### src/rtl/fp_add_drain_pkg.sv
// Shared types, field widths and result classification for the fp adder drain stage.
package fp_add_drain_pkg;

    localparam int unsigned EXP_W  = 8;
    localparam int unsigned MAN_W  = 23;
    localparam int unsigned WORD_W = 32;
    localparam int unsigned FLG_W  = 4;

    localparam int unsigned FLG_NAN    = 3;
    localparam int unsigned FLG_INF    = 2;
    localparam int unsigned FLG_ZERO   = 1;
    localparam int unsigned FLG_DENORM = 0;

    typedef struct packed {
        logic             sign;
        logic [EXP_W-1:0] exp;
        logic [MAN_W-1:0] man;
    } fp_word_t;

    typedef logic [FLG_W-1:0] fp_flags_t;

    typedef struct packed {
        fp_word_t  word;
        fp_flags_t flags;
    } drain_entry_t;

    // {nan, inf, zero, denorm} of a single-precision word
    function automatic fp_flags_t classify(input fp_word_t w);
        fp_flags_t f;
        logic      exp_max;
        logic      exp_zero;
        logic      man_zero;
        exp_max  = &w.exp;
        exp_zero = ~|w.exp;
        man_zero = ~|w.man;
        f             = '0;
        f[FLG_NAN]    = exp_max & ~man_zero;
        f[FLG_INF]    = exp_max & man_zero;
        f[FLG_ZERO]   = exp_zero & man_zero;
        f[FLG_DENORM] = exp_zero & ~man_zero;
        return f;
    endfunction

endpackage

### src/rtl/fp_add_drain_fifo.sv
// DEPTH x W synchronous FIFO with occupancy count; head word reads as zero when empty.
module fp_add_drain_fifo #(
    parameter int unsigned DEPTH = 4,
    parameter int unsigned W     = 32,
    parameter int unsigned AW    = $clog2(DEPTH)
) (
    input  logic          clk,
    input  logic          rst_n,
    input  logic          push,
    input  logic          pop,
    input  logic [W-1:0]  din,
    output logic [W-1:0]  head_c,
    output logic [AW:0]   count
);

    logic [W-1:0]  mem [DEPTH];
    logic [AW-1:0] wr_ptr;
    logic [AW-1:0] rd_ptr;

    // Storage carries no reset; empty reads are masked below
    always_ff @(posedge clk) begin
        if (push) begin
            mem[wr_ptr] <= din;
        end
    end

    // DEPTH is a power of two, so pointers wrap by natural overflow
    always_ff @(posedge clk or negedge rst_n) begin
        if (!rst_n) begin
            wr_ptr <= '0;
            rd_ptr <= '0;
            count  <= '0;
        end else begin
            if (push) begin
                wr_ptr <= wr_ptr + AW'(1);
            end
            if (pop) begin
                rd_ptr <= rd_ptr + AW'(1);
            end
            count <= count + (AW+1)'(push) - (AW+1)'(pop);
        end
    end

    always_comb begin
        head_c = '0;
        if (count != '0) begin
            head_c = mem[rd_ptr];
        end
    end

endmodule

### src/rtl/fp_add_drain.sv
// Drain stage behind the pipelined fp adder: tracks live pipe slots, buffers results, stalls the adder.
// Optional flag storage enabled by defining FP_ADD_DRAIN_FLAGS_EN.
module fp_add_drain
    import fp_add_drain_pkg::*;
#(
    parameter int unsigned LATENCY = 2,
    parameter int unsigned DEPTH   = 4,
    parameter int unsigned AW      = $clog2(DEPTH)
) (
    input  logic               aclk,
    input  logic               arst_n,
    input  logic               in_valid,
    output logic               in_ready,
    input  logic [WORD_W-1:0]  x,
    output logic               astall,
    output logic               out_valid,
    input  logic               out_ready,
    output logic [WORD_W-1:0]  out_data,
    output logic [FLG_W-1:0]   out_flags,
    output logic [AW:0]        count
);

    logic [LATENCY-1:0] vpipe;
    logic               issue;
    logic               tail;
    logic               pop;
    logic               push;
    logic               full;

    assign issue     = in_valid & in_ready;
    assign tail      = vpipe[LATENCY-1];
    assign pop       = out_valid & out_ready;
    assign full      = (count == (AW+1)'(DEPTH));
    assign astall    = tail & full & ~pop;
    assign in_ready  = ~astall;
    assign push      = tail & ~astall;
    assign out_valid = (count != '0);

    // Valid bits mirror the adder pipe, frozen together with it
    generate
        if (LATENCY == 1) begin : g_vpipe_one
            always_ff @(posedge aclk or negedge arst_n) begin
                if (!arst_n) begin
                    vpipe <= '0;
                end else if (!astall) begin
                    vpipe <= issue;
                end
            end
        end else begin : g_vpipe_many
            always_ff @(posedge aclk or negedge arst_n) begin
                if (!arst_n) begin
                    vpipe <= '0;
                end else if (!astall) begin
                    vpipe <= {vpipe[LATENCY-2:0], issue};
                end
            end
        end
    endgenerate

`ifdef FP_ADD_DRAIN_FLAGS_EN
    localparam int unsigned ENTRY_W = $bits(drain_entry_t);

    drain_entry_t wr_entry;
    drain_entry_t rd_entry;
    logic [ENTRY_W-1:0] head;

    // Classification happens on the way in so the head is just a register read
    always_comb begin
        wr_entry       = '0;
        wr_entry.word  = fp_word_t'(x);
        wr_entry.flags = classify(fp_word_t'(x));
    end

    fp_add_drain_fifo #(
        .DEPTH (DEPTH),
        .W     (ENTRY_W),
        .AW    (AW)
    ) u_fifo (
        .clk    (aclk),
        .rst_n  (arst_n),
        .push   (push),
        .pop    (pop),
        .din    (wr_entry),
        .head_c (head),
        .count  (count)
    );

    assign rd_entry  = head;
    assign out_data  = rd_entry.word;
    assign out_flags = rd_entry.flags;
`else
    fp_add_drain_fifo #(
        .DEPTH (DEPTH),
        .W     (WORD_W),
        .AW    (AW)
    ) u_fifo (
        .clk    (aclk),
        .rst_n  (arst_n),
        .push   (push),
        .pop    (pop),
        .din    (x),
        .head_c (out_data),
        .count  (count)
    );

    assign out_flags = '0;
`endif

endmodule

### config.mk
export PLATFORM = sky130hd
export DESIGN_NAME = fp_add_drain
export DESIGN_NICKNAME = d
export VERILOG_FILES = /design/src/rtl/fp_add_drain_pkg.sv /design/src/rtl/fp_add_drain_fifo.sv /design/src/rtl/fp_add_drain.sv
export SDC_FILE = /design/constraint.sdc
export NUM_CORES = 1
export LEC_CHECK = 0
export ABC_AREA = 1
export CAP_MARGIN = 0
export CELL_PAD_IN_SITES_DETAIL_PLACEMENT = 1
export CELL_PAD_IN_SITES_GLOBAL_PLACEMENT = 1
export CORE_MARGIN = 3
export CORE_UTILIZATION = 30
export DETAILED_ROUTE_END_ITERATION = 8
export PLACE_DENSITY_LB_ADDON = 0.1
export SLEW_MARGIN = 20
export SYNTH_ARGS = -nofsm -noshare
export SYNTH_HDL_FRONTEND = slang
export SYNTH_SLANG_ARGS = --single-unit
export TNS_END_PERCENT = 50
### constraint.sdc
create_clock -name aclk -period 3.75 [get_ports aclk]
set_input_delay 0.9375 -clock aclk [delete_from_list [all_inputs] [get_ports aclk]]
set_output_delay 0.9375 -clock aclk [all_outputs]
set_load 0.02 [all_outputs]
Yosys cells after proc, flatten, opt, wreduce, memory -nomap -nowiden
Memories as Yosys holds them, arrays and structs flattened.
Cells that the tools add are included.
{ "op_classes": {"add_sub_neg": 4, "n_eq_ne": 1, "mux": 3, "bitwise": 7, "reduce_logical": 1} }
{ "ops": {"columns": ["op", "n"], "rows": [
  ["$mux W32", 1],
  ["$and A1 B1 Y1", 5],
  ["$add A2 B1 Y2 const B", 2],
  ["$add A3 B1 Y3", 1],
  ["$eq A3 B3 Y1 const B", 1],
  ["$reduce_bool A3 Y1", 1],
  ["$sub A3 B1 Y3", 1],
  ["$mux W1", 2],
  ["$not A1 Y1", 2]
]} }
{ "word_totals": {"ff_bits": 9, "ram_bits": 128, "inputBits": 36, "out_inout_bits": 42, "wordCells": 21, "memories": 1} }
{ "memory_table": {"columns": ["memory", "depth", "word_bits", "rd", "rd_clocked_by_memory_dff", "wr", "line", "rtl"], "rows": [
  ["u_fifo.mem", 4, 32, 1, 0, 1, "fp_add_drain_fifo.sv:16", "logic [W-1:0] mem [DEPTH];"]
]} }

Logic depth before layout (Yosys ltp)
Gate-level depths: netlist (run 1).
{ "logic_depth": {"word_depth": 8, "mapped_depth": 10} }

Modules after synthesis
Synthesis (run 1) repeated with hierarchy kept, for this count alone.
{ "hier_totals": {"hier_cells": 569, "area_unflattened_um2": 5973.2} }
{ "modules_own_cells": {"columns": ["mod", "instances", "cells_each", "area_each_um2"], "rows": [
  ["fp_add_drain_fifo", 1, 546, 5819.3],
  ["fp_add_drain", 1, 23, 153.9]
]} }

Worst setup path before layout (run 1)
No wires, ideal clock.
{ "synth_path": {"kind": "input -> register", "from": "in out_ready", "to": "mem u_fifo.mem[0][0] (enable)", "setup_ps": 421, "arrival_time_ps": 2746, "required_time_ps": 3329, "path_slack_ps": 582, "path_stages": 4, "path_buffers": 0, "path_cell_list": "inv_1 > nand4_2 > nand2_1 > nor2_1"} }
{ "synth_via": {"elab_chain_cells": 7} }
{ "synth_rtl": {"columns": ["element", "line", "rtl"], "rows": [
  ["start: declaration", "fp_add_drain.sv:17", "input logic out_ready,"],
  ["$and A1 B1 Y1", "fp_add_drain.sv:32", "assign pop = out_valid & out_ready;"],
  ["$not A1 Y1", "fp_add_drain.sv:34", "assign astall = tail & full & ~pop;"],
  ["$and A1 B1 Y1", "fp_add_drain.sv:34", null],
  ["$not A1 Y1", null, null],
  ["net in_ready", "fp_add_drain.sv:13", "output logic in_ready,"],
  ["$and A1 B1 Y1", "fp_add_drain.sv:36", "assign push = tail & ~astall;"],
  ["$mux W1", "fp_add_drain_fifo.sv:22", "if (push) begin"],
  ["$mux W1 (not written as such)", "fp_add_drain_fifo.sv:23", "mem[wr_ptr] <= din;"],
  ["end: declaration", "fp_add_drain_fifo.sv:16", null]
]} }
The timed path passes the listed nets, and every way through them passes these cells.

Worst setup path in the final report (run 1)
{ "layout_path": {"from": "reg u_fifo.rd_ptr[0]", "to": "out out_data[11]"} }
{ "layout_via": {"elab_chain_cells": 2} }
{ "layout_rtl": {"columns": ["element", "line", "rtl"], "rows": [
  ["start: declaration", "fp_add_drain_fifo.sv:18", "logic [AW-1:0] rd_ptr;"],
  ["start signal: assignment", "fp_add_drain_fifo.sv:38", "rd_ptr <= rd_ptr + AW'(1);"],
  ["$mem_v2 Z4 W32", null, null],
  ["$mux W32", "fp_add_drain_fifo.sv:46", "if (count != '0) begin"],
  ["end: declaration", "fp_add_drain.sv:18", "output logic [WORD_W-1:0] out_data,"]
]} }
Every way passes these cells.

==> tab_implementation.tex, run 1 <==
\begin{tabular}{lr}
\hline
Metric & Value \\
\hline
\multicolumn{2}{l}{\textbf{Run status}} \\
Outcome & complete, no violations \\
\multicolumn{2}{l}{\textbf{Hold path}} \\
Worst min-delay path class & reg2reg \\
\multicolumn{2}{l}{\textbf{Die}} \\
Count of standard-cell rows & 49 \\
Chip width & 142 µm \\
Height of the chip & 142 µm \\
Area of the core & 0.0181 mm² \\
Initial Utilization & 0.308 \\
Number of top-level pins & 78 \\
Die outline area & 0.0202 mm² \\
\multicolumn{2}{l}{\textbf{Timing}} \\
Setup repair after global routing missed its margin & no \\
Final Hold Vio Count & 0 \\
Final min period & 3.44 ns \\
Setup-violating endpoint count in the final report & 0 \\
Achievable Freq & 290 MHz \\
Headroom to the max-slew limit & 0.624 \\
Setup total negative slack & 0 ns \\
Maximum clock skew at final layout & 0.00718 ns \\
Final clock period utilization by the worst path & 0.918 \\
Max-slew violations & 0 \\
Actual slew at the worst max-slew pin & 0.564 ns \\
\multicolumn{2}{l}{\textbf{Layout}} \\
Area overhead of the layout relative to synthesis & 28.9\% \\
Most common cell after layout, fill and taps aside & nand2\_1 \\
Final core occ & 0.397 \\
Layout cell share with drive strength beyond 1 & 0.0784 \\
Leading cell types in the layout, fill and taps excluded & nand2\_1, edfxtp\_1, clkdlybuf4s50\_1, nor2\_1, a21oi\_1 \\
Fin cells & 790 \\
Final net count & 593 \\
Ant diodes & 0 \\
\multicolumn{2}{l}{\textbf{Routing}} \\
Drt total wl & 13.3 mm \\
Post-route ant nets & 0 \\
Drt drc & 0 \\
Routed vias & 3624 \\
Routed WL per cell & 16.9 µm \\
Number of vias per cell & 4.59 \\
First-pass detailed-route iteration total & 4 \\
Iteration-0 DRC Markers & 178 \\
\multicolumn{2}{l}{\textbf{Worst setup path}} \\
Required time of the worst setup path & 2.81 ns \\
Slowest stage cell, crit path & clkdlybuf4s50\_1 \\
Critical path startpoint category & register \\
Arrival time at the worst endpoint & 2.50 ns \\
WS Path Type & reg2out \\
Worst setup EP type & primary output \\
Delay contributed by the slowest stage of the critical path & 0.66 ns \\
Cell chain of the critical path & inv\_2 -> buf\_12 -> nand2\_1 -> nand2\_1 -> nand2\_1 -> a21oi\_1 -> clkdlybuf4s50\_1 \\
Slack of the worst reg-to-reg path & 1.57 ns \\
Most numerous cell on the critical path & nand2\_1 \\
Critical path fanouts, max & 52 \\
\multicolumn{2}{l}{\textbf{CTS}} \\
TritonCTS Buffers & 17 \\
CTS tree & built \\
CTS Buffer Depth & 2 \\
Buffer type at the clock tree root & clkbuf\_16 \\
Sink Count & 137 \\
Clock slew at reported path FFs & 0.05 ns \\
Clock latency of the later-clocked register in the worst-skew pair & 0.41 ns \\
Deepest level of the CTS H-tree & 4 \\
\multicolumn{2}{l}{\textbf{Power and ir drop}} \\
Leakage power of the design & 2.69 nW \\
VDD IR max & 0.448 mV \\
Power density relative to cell area & 902 mW/mm² \\
\multicolumn{2}{l}{\textbf{Global route}} \\
Via count of the first global-routing pass & 3986 \\
Initial antenna violation count & 0 \\
Global routing usage summed across all routing layers & 0.139 \\
Pin count of the biggest net entering global routing & 66 \\
Wire length of the first global-routing pass & 21.3 mm \\
Total grt overflow & 0 \\
\multicolumn{2}{l}{\textbf{Placement}} \\
Post-DP HPWL & 7.71 mm \\
Buffers added on ports & 73 \\
Inst Count DP & 760 \\
Routability congestion estimate from global placement & 0.714 \\
\multicolumn{2}{l}{\textbf{Run}} \\
Max-capacitance violation count & 0 \\
\multicolumn{2}{l}{\textbf{Yosys}} \\
Post-synthesis instance area & 0.00557 mm² \\
Synthesized instance count & 472 \\
Total of flip-flops plus latches after synthesis & 137 \\
Top cell type's share of synthesized area & 0.690 \\
Portion of the post-synthesis area used by sequential elements & 0.731 \\
Main area contributors after synthesis & edfxtp\_1, nand2\_1, nor2\_1 \\
Mean area per synthesized cell & 11.8 µm² \\
Cell type contributing the most total cell area after synthesis & edfxtp\_1 \\
Synth cell types & 18 \\
Number of warnings issued by yosys & 0 \\
\hline
\end{tabular}
## synth_stat cells (all sizes together)
library cell and instances:
clkbuf 3, o21ai 34, conb 1, nand3 3, nand4 1, xor2 1, nand2 138, buf 25
dfrtp 9, ha 6, inv 19, edfxtp 128, a21oi 32, xnor2 2, nor2 69, fa 1
## cell type report
class                           count  area [µm²]
Clock inverter                     11         131
Timing Repair Buffer               84         880
Clock buffer                       19         433
Inverter                           19        71.3
Sequential cell                   137        4070
Multi-Input combinational cell    291        1300
Tap cell                          229         287
Fill cell                        1938       10900
## path summary, 6_finish.rpt
check / endpoint / startpoint / cells past startpoint
min in group asynchronous: u_fifo.count[2]$_DFF_PN0_ / arst_n / 1
max: out_data[11] / u_fifo.rd_ptr[0]$_DFFE_PN0P_ / 7
min reg2reg: vpipe[1]$_DFFE_PN0N_ / vpipe[0]$_DFFE_PN0N_ / 2
max in group asynchronous: u_fifo.rd_ptr[0]$_DFFE_PN0P_ / arst_n / 1
min: vpipe[1]$_DFFE_PN0N_ / vpipe[0]$_DFFE_PN0N_ / 2
max reg2reg: u_fifo.count[2]$_DFF_PN0_ / u_fifo.count[1]$_DFF_PN0_ / 10
## critical path: cells and delay by family (launching register included)
kind / cells / cell delay (ns)
DFF: 1 / 0.41
and+or+nand+nor: 3 / 0.19
buffers and inverters: 3 / 1.20
AOI/OAI and AO/OA: 1 / 0.25
## logic make-up (layout without fill, tap and decap cells)
logic type / Yosys count / after routing / share of synthesized area
compound gates: 66 / 66 / 0.0593
xor+xnor: 3 / 3 / 0.00472
flops: 137 / 137 / 0.731
buf+inv: 47 / 133 / 0.0427
other cells: 1 / 4 / 0.000674
fa+ha+maj: 7 / 7 / 0.0171
simple gates: 211 / 211 / 0.145
## state kept, by name, summed over array words and instances, names as in the netlist
signal and flops:
u_fifo.count 3, u_fifo.wr_ptr 2, u_fifo.rd_ptr 2, vpipe 2, u_fifo.mem 128
## report_power, final
group          switching, W  internal (W)  total, W
clock network      0.000591       0.00103   0.00162
registers          0.000101       0.00205   0.00215
logic               0.00166       0.00104   0.00270
## stage by stage
step | power, W | area, µm² | hold slack [ns] | worst slack, ns
final | 0.00647 | 7170 | 0.451 | 0.308
after global routing | 0.00692 | 7170 | 0.482 | 0.117
after CTS | 0.00660 | 7170 | 0.458 | 0.142
after detailed placement | 0.00494 | 6610 | 0.445 | 0.467
after global placement | 0.00490 | 6610 | 0.434 | 0.490
after floorplan | 0.00374 | 5580 | 0.420 | 0.582
## repair_timing
item	4_1_cts	5_1_grt
hold endpoints to repair	0	0
setup endpoints to repair	0	2
hold buffers	0	0
buffers inserted	0	0
gates resized for setup	0	1
## metal layers
metal | global-route usage | wire length (µm)
met1 | 0.172 | 6180
met2 | 0.234 | 6600
met3 | 0.0474 | 459
met4 | 0.0348 | 80
met5 | 0 | 0
(Power assumes the default switching activity.)
==> run 2: changes to the inputs <==
--- a/config.mk
+++ b/config.mk
@@ -5,7 +5,6 @@
 export SDC_FILE = /design/constraint.sdc
 export NUM_CORES = 1
 export LEC_CHECK = 0
-export ABC_AREA = 1
 export CAP_MARGIN = 0
 export CELL_PAD_IN_SITES_DETAIL_PLACEMENT = 1
 export CELL_PAD_IN_SITES_GLOBAL_PLACEMENT = 1
==> run 2 against run 1 <==
Critical path depth down 2; clock skew about the same; highest routed layer unchanged; critical path type is now in2out; first-iteration DRC count down 32%; setup slack worse by 0.066 ns.
==> tab_implementation.tex, run 2 <==
\begin{tabular}{lr}
\hline
Metric & Value \\
\hline
\multicolumn{2}{l}{\textbf{Yosys}} \\
Portion of the post-synthesis area used by sequential elements & 0.752 (+0.0211) \\
Cell type contributing the most total cell area after synthesis & edfxtp\_1 \\
Mean area per synthesized cell & 21.6 µm² (+83\%) \\
Commonest register cell after synthesis & edfxtp\_1 \\
Number of warnings issued by yosys & 0 (unchanged) \\
Fraction of synthesis flops using an asynchronous set or reset pin & 0.0657 (unchanged) \\
Synthesized instance count & 251 (-47\%) \\
Synth cell types & 24 (+6) \\
Most frequently used cell type in the post-synthesis netlist & edfxtp\_1 \\
Post-synthesis instance area & 0.00541 mm² (-2.8\%) \\
Top cell type's share of synthesized area & 0.710 (+0.0200) \\
Number of enable flip-flop cells after synthesis & 128 (unchanged) \\
Main area contributors after synthesis & edfxtp\_1, mux4\_2, and2\_1 \\
Total of flip-flops plus latches after synthesis & 137 (unchanged) \\
List of most frequent post-synthesis cells & edfxtp\_1, and2\_1, mux4\_2 \\
\multicolumn{2}{l}{\textbf{Layout}} \\
Ant diodes & 0 (unchanged) \\
Leading cell types in the layout, fill and taps excluded & edfxtp\_1, clkdlybuf4s50\_1, and2\_1, mux4\_2, clkbuf\_16 \\
Number of flip-flops under the largest register name & 128 (unchanged) \\
Registers with the most flip-flops & u\_fifo.mem (128), u\_fifo.count (3) \\
Area overhead of the layout relative to synthesis & 31.1\% \\
Most common cell after layout, fill and taps aside & edfxtp\_1 \\
Fin cells & 574 (-27\%) \\
Layout cell share with drive strength beyond 1 & 0.212 (+0.134) \\
Final net count & 380 (-36\%) \\
Final core occ & 0.406 (+0.00910) \\
Register with the most flip-flops & u\_fifo.mem \\
\multicolumn{2}{l}{\textbf{Placement}} \\
Inst Count DP & 543 (-29\%) \\
Routability congestion estimate from global placement & 0.642 (-10\%) \\
Post-DP HPWL & 6.36 mm (-17\%) \\
Buffers added on ports & 73 (unchanged) \\
\multicolumn{2}{l}{\textbf{Timing}} \\
Maximum clock skew at final layout & 0.00723 ns (+0.0000502 ns) \\
Setup total negative slack & 0 ns (unchanged) \\
Setup-violating endpoint count in the final report & 0 (unchanged) \\
Final Hold Vio Count & 0 (unchanged) \\
Final clock period utilization by the worst path & 0.936 (+0.0177) \\
Final min period & 3.51 ns (+0.0663 ns) \\
Max-slew violations & 0 (unchanged) \\
Setup repair after global routing missed its margin & no \\
Achievable Freq & 285 MHz (-1.9\%) \\
\multicolumn{2}{l}{\textbf{Power and ir drop}} \\
VDD IR max & 0.462 mV (+3.3\%) \\
Leakage power of the design & 2.40 nW (-11\%) \\
Power density relative to cell area & 900 mW/mm² (-0.26\%) \\
\multicolumn{2}{l}{\textbf{Worst setup path}} \\
Worst setup EP type & primary output \\
Kind of cell with the highest combined delay on the critical path & buffers and inverters \\
Buffers and inverters on the worst path & 3 (unchanged) \\
Critical path fanouts, max & 4 (-92\%) \\
Required time of the worst setup path & 2.81 ns (about the same) \\
Cell chain of the critical path & clkdlybuf4s50\_1 -> nor4b\_2 -> nand2\_1 -> inv\_1 -> clkdlybuf4s50\_1 \\
Arrival time at the worst endpoint & 2.57 ns (+0.07 ns) \\
WS Path Type & in2out \\
Critical path startpoint category & input port \\
Slowest stage cell, crit path & clkdlybuf4s50\_1 \\
Most numerous cell on the critical path & clkdlybuf4s50\_1 \\
Delay contributed by the slowest stage of the critical path & 0.60 ns (-0.06 ns) \\
\multicolumn{2}{l}{\textbf{Routing}} \\
Drt drc & 0 (unchanged) \\
Drt total wl & 10.8 mm (-19\%) \\
First-pass detailed-route iteration total & 4 (unchanged) \\
Post-route ant nets & 0 (unchanged) \\
Number of vias per cell & 4.49 (-2.1\%) \\
Routed WL per cell & 18.7 µm (+11\%) \\
Routed vias & 2578 (-29\%) \\
Iteration-0 DRC Markers & 121 (-32\%) \\
\multicolumn{2}{l}{\textbf{Global route}} \\
Global routing usage summed across all routing layers & 0.116 (-0.0230) \\
Wire length of the first global-routing pass & 16.8 mm (-21\%) \\
Via count of the first global-routing pass & 2902 (-27\%) \\
Initial antenna violation count & 0 (unchanged) \\
Pin count of the biggest net entering global routing & 36 (-45\%) \\
Total grt overflow & 0 (unchanged) \\
\multicolumn{2}{l}{\textbf{Die}} \\
Area of the core & 0.0175 mm² (-3.4\%) \\
Height of the chip & 140 µm (-1.4\%) \\
Die outline area & 0.0197 mm² (-2.7\%) \\
Initial Utilization & 0.310 (+0.00178) \\
Chip width & 140 µm (-1.4\%) \\
Number of top-level pins & 78 (unchanged) \\
Count of standard-cell rows & 48 (-2.0\%) \\
\multicolumn{2}{l}{\textbf{CTS}} \\
Count of buffers added by post-CTS timing repair for setup & 0 (unchanged) \\
Clock latency of the later-clocked register in the worst-skew pair & 0.41 ns (about the same) \\
Count of instances resized after the clock tree is built & 0 (unchanged) \\
Buffer type at the clock tree root & clkbuf\_16 \\
Deepest level of the CTS H-tree & 4 (unchanged) \\
CTS Buffer Depth & 2 (unchanged) \\
Number of buffers inserted by hold repair at cts & 0 (unchanged) \\
CTS tree & built \\
Sink Count & 137 (unchanged) \\
TritonCTS Buffers & 17 (unchanged) \\
Clock slew at reported path FFs & 0.05 ns (about the same) \\
\multicolumn{2}{l}{\textbf{Hold path}} \\
Worst min-delay path class & reg2reg \\
\multicolumn{2}{l}{\textbf{Run status}} \\
Outcome & complete, no violations \\
\multicolumn{2}{l}{\textbf{Run}} \\
Max-capacitance violation count & 0 (unchanged) \\
\hline
\end{tabular}
## run 2: cell types whose count changed after synthesis, moves of 3 or more
cell	previous run	this run
inv_1	19	7
buf_4	12	4
mux4_1	0	4
o21ai_0	29	0
o21ai_1	5	0
a21oi_1	32	0
buf_12	0	3
nand2_1	138	1
buf_2	13	4
mux4_2	0	28
nor2_1	69	0
and2_1	0	37
## run 2: power by group
group	switching [W]	total (W)	internal (W)
logic	0.00116	0.00236	0.00120
clock network	0.000598	0.00183	0.00124
registers	0.000128	0.00219	0.00206
## run 2: cells by family after synthesis
kind of cell | after synthesis | share of synthesized area
muxes | 34 | 0.140
and+or+nand+nor | 43 | 0.0506
other | 1 | 0.000693
xor gates and xnor gates | 5 | 0.00809
buffers and inverters | 24 | 0.0308
DFF | 137 | 0.752
adders and majority gates | 7 | 0.0176
## run 2: final cells by class
cell class | instances | area [µm²]
Clock buffer | 17 | 425
Fill cell | 1666 | 10400
Sequential cell | 137 | 4070
Inverter | 7 | 26.3
Timing Repair Buffer | 81 | 866
Tap cell | 225 | 282
Clock inverter | 14 | 229
Multi-Input combinational cell | 93 | 1190
## run 2: through the flow
stage / hold WS, ns / instance area [µm²] / setup slack, ns / total power (W)
2_1_floorplan: 0.430 / 5420 / 1.17 / 0.00364
3_3_place_gp: 0.444 / 6440 / 0.252 / 0.00464
3_5_place_dp: 0.455 / 6440 / 0.208 / 0.00466
4_1_cts: 0.470 / 7090 / 0.201 / 0.00652
5_1_grt: 0.486 / 7090 / 0.126 / 0.00674
6_report: 0.462 / 7090 / 0.241 / 0.00638
## run 2: worst paths after layout
kind                            cells after the start  slack [ns]                 startpoint                            to
min in group asynchronous                           1        0.84                     arst_n     u_fifo.count[2]$_DFF_PN0_
worst max-delay path                                5        0.24                  out_ready                        astall
worst min-delay path                                1        0.46       vpipe[0]$_DFFE_PN0N_          vpipe[1]$_DFFE_PN0N_
max in group asynchronous                           1        2.57                     arst_n  u_fifo.rd_ptr[0]$_DFFE_PN0P_
worst max register to register                     10        1.09  u_fifo.count[1]$_DFF_PN0_     u_fifo.count[2]$_DFF_PN0_
worst min register to register                      1        0.46       vpipe[0]$_DFFE_PN0N_          vpipe[1]$_DFFE_PN0N_
## run 2: layer usage
layer	part of all wire	track usage	wire length, µm	vias up
li1	-	-	-	1153
met1	0.45	0.146	4800	1348
met2	0.49	0.185	5260	66
met3	0.051	0.0406	548	11
met4	0.014	0.0428	149	0
met5	0	0	0	-
